===== config.mk =====
export PLATFORM = sky130hd
export DESIGN_NAME = dds_word_tx
export DESIGN_NICKNAME = d
export VERILOG_FILES = /design/src/rtl/dds_word_tx.sv
export SDC_FILE = /design/constraint.sdc
export NUM_CORES = 1
export LEC_CHECK = 0
export ABC_AREA = 1
export CAP_MARGIN = 20
export CORE_UTILIZATION = 50
export DETAILED_ROUTE_END_ITERATION = 8
export HOLD_SLACK_MARGIN = 0.06
export PLACE_DENSITY = 0.79
export SETUP_SLACK_MARGIN = 0.4
export SYNTH_ARGS = -nofsm -noshare
export SYNTH_HDL_FRONTEND = slang
export SYNTH_SLANG_ARGS = --single-unit

===== constraint.sdc =====
create_clock -name FiftyMHz_ref_clock -period 2.4 [get_ports FiftyMHz_ref_clock]
set_clock_uncertainty 0.1 [all_clocks]
set_input_delay 0.48 -clock FiftyMHz_ref_clock [delete_from_list [all_inputs] [get_ports FiftyMHz_ref_clock]]
set_output_delay 0.48 -clock FiftyMHz_ref_clock [all_outputs]
set_load 0.02 [all_outputs]

===== src/rtl/dds_word_tx.sv =====
// dds_word_tx: serializes a DATA_W-bit DDS tuning word MSB first, launched on the falling edge of a forwarded 10 MHz bit clock.
// Define DDS_WORD_TX_PARITY_EN to append one even-parity bit to each frame.
module dds_word_tx #(
  parameter int DATA_W    = 32,
  parameter int GAP_TICKS = 2
) (
  input  logic              FiftyMHz_ref_clock,
  input  logic              reset_n,
  input  logic              TenMHz_clock,
  input  logic [DATA_W-1:0] tx_data,
  input  logic              tx_valid,
  output logic              tx_ready,
  output logic              serial_clk,
  output logic              serial_data,
  output logic              serial_frame,
  output logic              tx_done
);

  localparam int CNT_W = $clog2(DATA_W + 1);
  localparam int GAP_W = (GAP_TICKS < 1) ? 1 : $clog2(GAP_TICKS + 1);

  localparam logic [CNT_W-1:0] LAST_BIT = CNT_W'(DATA_W);
  localparam logic [GAP_W-1:0] GAP_LOAD = GAP_W'(GAP_TICKS);
  localparam logic [GAP_W-1:0] GAP_ONE  = GAP_W'(1);

  localparam logic [2:0] S_IDLE   = 3'd0;
  localparam logic [2:0] S_ARMED  = 3'd1;
  localparam logic [2:0] S_SHIFT  = 3'd2;
  localparam logic [2:0] S_GAP    = 3'd3;
`ifdef DDS_WORD_TX_PARITY_EN
  localparam logic [2:0] S_PARITY = 3'd4;
`endif

  logic [2:0]        state_q,   state_d;
  logic [DATA_W-1:0] shift_q,   shift_d;
  logic [CNT_W-1:0]  bit_cnt_q, bit_cnt_d;
  logic [GAP_W-1:0]  gap_cnt_q, gap_cnt_d;
  logic              data_q,    data_d;
  logic              frame_q,   frame_d;
  logic              done_q,    done_d;
  logic              ten_clk_q;
  logic              tick;
  logic              end_frame;
`ifdef DDS_WORD_TX_PARITY_EN
  logic              parity_q,  parity_d;
`endif

  // Falling edge of the bit clock: the receiver samples on the following rising edge.
  assign tick = ten_clk_q & ~TenMHz_clock;

  assign tx_ready     = (state_q == S_IDLE);
  assign serial_clk   = ten_clk_q;
  assign serial_data  = data_q;
  assign serial_frame = frame_q;
  assign tx_done      = done_q;

  always_comb begin
    state_d   = state_q;
    shift_d   = shift_q;
    bit_cnt_d = bit_cnt_q;
    gap_cnt_d = gap_cnt_q;
    data_d    = data_q;
    frame_d   = frame_q;
    done_d    = 1'b0;
    end_frame = 1'b0;
`ifdef DDS_WORD_TX_PARITY_EN
    parity_d  = parity_q;
`endif

    case (state_q)
      S_IDLE: begin
        if (tx_valid) begin
          shift_d   = tx_data;
          bit_cnt_d = '0;
          state_d   = S_ARMED;
`ifdef DDS_WORD_TX_PARITY_EN
          parity_d  = ^tx_data;
`endif
        end
      end

      S_ARMED: begin
        if (tick) begin
          frame_d   = 1'b1;
          data_d    = shift_q[DATA_W-1];
          shift_d   = shift_q << 1;
          bit_cnt_d = CNT_W'(1);
          state_d   = S_SHIFT;
        end
      end

      // bit_cnt_q counts bits already on the line, so LAST_BIT means bit 0 has had its full period.
      S_SHIFT: begin
        if (tick) begin
          if (bit_cnt_q == LAST_BIT) begin
`ifdef DDS_WORD_TX_PARITY_EN
            data_d  = parity_q;
            state_d = S_PARITY;
`else
            end_frame = 1'b1;
`endif
          end else begin
            data_d    = shift_q[DATA_W-1];
            shift_d   = shift_q << 1;
            bit_cnt_d = bit_cnt_q + 1'b1;
          end
        end
      end

`ifdef DDS_WORD_TX_PARITY_EN
      S_PARITY: begin
        if (tick) begin
          end_frame = 1'b1;
        end
      end
`endif

      S_GAP: begin
        if (tick) begin
          if (gap_cnt_q == GAP_ONE) begin
            state_d = S_IDLE;
            done_d  = 1'b1;
          end else begin
            gap_cnt_d = gap_cnt_q - 1'b1;
          end
        end
      end

      default: state_d = S_IDLE;
    endcase

    // With no gap configured the frame-ending tick completes the word directly.
    if (end_frame) begin
      frame_d   = 1'b0;
      data_d    = 1'b0;
      bit_cnt_d = '0;
      if (GAP_TICKS == 0) begin
        state_d = S_IDLE;
        done_d  = 1'b1;
      end else begin
        state_d   = S_GAP;
        gap_cnt_d = GAP_LOAD;
      end
    end
  end

  always_ff @(posedge FiftyMHz_ref_clock or negedge reset_n) begin
    if (!reset_n) begin
      state_q   <= S_IDLE;
      shift_q   <= '0;
      bit_cnt_q <= '0;
      gap_cnt_q <= '0;
      data_q    <= 1'b0;
      frame_q   <= 1'b0;
      done_q    <= 1'b0;
      ten_clk_q <= 1'b0;
    end else begin
      state_q   <= state_d;
      shift_q   <= shift_d;
      bit_cnt_q <= bit_cnt_d;
      gap_cnt_q <= gap_cnt_d;
      data_q    <= data_d;
      frame_q   <= frame_d;
      done_q    <= done_d;
      ten_clk_q <= TenMHz_clock;
    end
  end

`ifdef DDS_WORD_TX_PARITY_EN
  always_ff @(posedge FiftyMHz_ref_clock or negedge reset_n) begin
    if (!reset_n) begin
      parity_q <= 1'b0;
    end else begin
      parity_q <= parity_d;
    end
  end
`endif

endmodule


# Word level (Yosys, flattened, before mapping)
# Cells that the tools add are included.
# totals
reg_bits,47
in_bits,36
word_cells,77
# op_classes
n_addsub,2
n_eq_ne,17
mux,35
n_bitwise,2
reduce_logical,13
# op_table
operator,count
$mux 32,4
$pmux 32 s3,1
$mux 6,5
$pmux 6 s3,1
$mux 3,5
$ne 3x3->1 const B,5
$reduce_and 5->1,3
$mux 1,13
$ne 2x2->1 const B,6
$pmux 3 s4,1
$mux 2,4
$add 6x1->6 const B,1
$eq 3x2->1 const B,2
$eq 6x6->1 const B,1
$reduce_bool 2->1,3
$reduce_bool 3->1,2
$reduce_and 4->1,1
$reduce_bool 4->1,1
$eq 3x1->1 const B,1
$logic_not 3->1,1
$ne 3x2->1 const B,1
$reduce_and 3->1,1
$eq 2x1->1 const B,1
$pmux 1 s2,1
other kinds (4),4

# Logic depth before layout (Yosys ltp)
# logic_depth
depth_word,6
depth_mapped,11
ltp_nobuf,11

# Least setup slack after synthesis
# No wires, ideal clock.
# synth_path
path_kind,reg2reg
startpoint,register state_q[0]
endpoint,register shift_q[30]
setup_time_ps,124
arrival_time_ps,1551
t_required_ps,2176
setup_slack_ps,626
stages_incl_launch_ff,11
period_less_slack_ps,1774
path_cell_list,dfrtp_1 -> inv_1 -> ha_1 -> buf_6 -> inv_6 -> nand2_4 -> a21oi_4 -> nand2_4 -> nor2_8 -> buf_6 -> a21oi_1
# synth_via
elab_chain_len,3
# synth_rtl
element,line_no,source
from (decl),34,"logic [2:0] state_q, state_d;"
from (signal assigned),158,state_q <= state_d;
"$eq 3x2->1, or another cell as far along",70,case (state_q)
$ne 2x2->1 (no line) / $reduce_bool 3->1 (equally long branches),-,
$reduce_and 5->1 (no line),-,
to (signal assigned),159,shift_q <= shift_d;
to (decl),35,"logic [DATA_W-1:0] shift_q, shift_d;"
# Parallel ways exist; a longest one is shown, timed or not.
# A chain may end at the register's enable or synchronous reset.

# Worst setup path after layout
# layout_path
startpoint,register state_q[0]
endpoint,output tx_ready
# layout_via
elab_chain_len,1
# layout_rtl
element,line_no,source
$logic_not 3->1,51,assign tx_ready = (state_q == S_IDLE);
to (decl),12,"output logic tx_ready,"
# Every way passes these cells.

==> flow_summary.ini <==
[yosys]
postSynthAreaPerCell_um2 = 8.32
synth_cell_types = 32
syn_nets = 365
synth_top_area_frac = 0.430
yosysTopAreaCell = dfrtp_1
async_flop_share = 1.00
synth_seq_cells = 46
ys_top_cells_by_area = dfrtp_1 43%, nand2_1 12%, o21ai_2 9.5%, o21ai_0 7.3%, inv_1 6.6%
synth-main-ff-cell = dfrtp_1
netlist_instances = 322
synth_common_cells = 89 x nand2_1, 47 x inv_1, 46 x dfrtp_1
synth_area_mm2 = 0.00268
synth-edff-count = 0
synth-seq-area-share = 0.430
yosysMostFrequentCell = nand2_1
yosys_warnings = 0

[routing]
routed_wirelength_um = 4980
routed_via_density = 4.88
drc = 0
vias = 2117
first_pass_iters = 4
drt-initial-drc-count = 124
wl_per_cell_um = 11.5
drtAntennaViolNets = 0

[worst_setup_path]
critPathCapture = tx_ready
r2r_cells = 10
critPathLaunchType = flip-flop
worst-r2r-setup-slack_ps = 520
crit_fanout = 4
r2r_end = shift_q[22]
critical_path_class = flip-flop to output pin
r2r_start = state_q[0]
required_ps = 1820
crit_arrival_ps = 1340
end_kind = output pin
crit_start = state_q[0]

[global_route]
grt_pass1_wl_um = 8090
grt_pass1_vias = 1927
grt_use_total = 0.189
grt-busiest-layer = met2
grt_max_degree = 39
overflow = 0
grt_use_met3 = 0.0321
gr-usage-met2 = 0.318
antenna_found_initial = 0
grtUsageMet1 = 0.254

[cts]
cts_root_buffer = clkbuf_8
numCtsBuffers = 5
clk_latency_ps = 300
clkSinkCount = 46
cts_tree = yes
cts_max_level = 2
post-cts-setup-buffers = 0
clockBufferDepth = 2
clkTransAtPathRegs_ps = 90

[floorplanning]
core_area_mm2 = 0.00514
num_rows = 26
dieHeight_um = 75.2
initial_core_util = 0.521
fp.dieArea_mm2 = 0.00565
die_x_um = 75.2
io_pins = 41

[timing]
finalHoldWorstSlack_ps = 124
setup_violations = 0
slew_headroom = 0.527
fin_crit_ps = 1920
fmax_mhz = 522
finalCritPeriodShare = 0.799
hold_viol = 0
slew_violations = 0
tightest_slew_ps = 709
rsz0062_at_grt = no
final.setup.tns_ps = 0

[layout]
final_net_count = 406
drive_gt1_frac = 0.173
fill_cells = 451
synthToLayoutAreaGrowth_pct = 21.2
diodes = 0

[power_and_ir_drop]
peakVddDrop_v = 0.000741
powerDensity_mw_per_mm2 = 1300
power.leakage_nw = 1.53

[placement]
gp_congestion = 0.902
port_buffers = 40
dp_hpwl_um = 3490

[flow_run]
cap_violations = 0

[min_path]
hp-class = primary input to async pin

[run_status]
status = finished clean
[registers in the layout, indices dropped and copies added (netlist names)]
signal	count
bit_cnt_q	6
gap_cnt_q	2
serial_clk	1
serial_data	1
serial_frame	1
shift_q	32
state_q	2
tx_done	1
[cell type report]
class / instances / area [um2] / share of cell area
inverters: 51 / 196 / 0.0605
clock buffers: 6 / 72.6 / 0.0224
multi-input cells: 211 / 1200 / 0.371
clock inverters: 2 / 37.5 / 0.0116
repair buffers: 48 / 495 / 0.153
flip-flops and latches: 46 / 1150 / 0.355
well taps: 70 / 87.6 / 0.0270
[layer usage]
| metal | wire length (um) | vias to the layer above |
|---|---|---|
| met2 | 2350 | 33 |
| met5 | 0 | - |
| met4 | 44 | 0 |
| met3 | 144 | 6 |
| met1 | 2450 | 978 |
| li1 | - | 1100 |
[cells by family after synthesis]
group,Yosys count,synth area share
compound gates,79,0.203
fa+ha+maj,7,0.0327
buf+inv,65,0.121
flops,46,0.430
simple gates,125,0.213
[layout by cell type (no fill, tap or decap), types with 2 or more instances in the layout]
cell              n
dlygate4sd2_1     2
dfrtp_1          46
buf_12            2
o21ai_2          29
clkbuf_8          5
o21ai_0          39
or2_2             2
nand2_1          89
buf_4             5
nand4_1           6
nand2_4           2
ha_1              6
o21a_1            2
nand2_2           3
a21oi_1           4
clkdlybuf4s50_1  37
nand3_1           9
inv_1            46
nor2_1            8
inv_2             3
[how the worst min path moves through the flow]
| stage | startpoint | end | slack (ps) | cells after the start |
|---|---|---|---|---|
| global placement | gap_cnt_q[0] | gap_cnt_q[0] | 380 | 2 |
| finish | reset_n | shift_q[15] | 120 | 1 |
| floorplan | reset_n | bit_cnt_q[0] | 80 | 0 |
| global route | reset_n | shift_q[15] | 170 | 1 |
| CTS | reset_n | shift_q[15] | 140 | 1 |
| detailed placement | shift_q[31] | serial_data | 390 | 2 |
[report_power, final]
group	switching (mW)	leakage (nW)	internal [mW]
clock network	0.269	0.0514	0.311
logic	1.50	0.896	0.947
registers	0.109	0.578	1.10
[worst max-delay path: stages (launching register included)]
cell and delay [ps]:
dfrtp_1 420, inv_1 100, ha_1 180, dlygate4sd2_1 340
[metrics by stage]
step           instance area (um2)  utilization  worst slack [ps]  std cells  power [mW]
6_report                      3240        0.631               483        434        4.23
5_1_grt                       3240        0.631               407        434        4.61
2_1_floorplan                 2680            -               626        322        3.22
3_5_place_dp                  3110        0.605               225        425        3.59
3_3_place_gp                  3110        0.605               286        425        3.51
4_1_cts                       3220        0.626               472        433        4.18
[timing repair]
| item | CTS | global route |
|---|---|---|
| pin swaps | 0 | 0 |
| endpoints found under the setup margin | 21 | 18 |
| gates cloned | 0 | 1 |
| gates resized for setup | 3 | 1 |
| hold buffers | 0 | 0 |
Power figures use the tool's default switching activity.
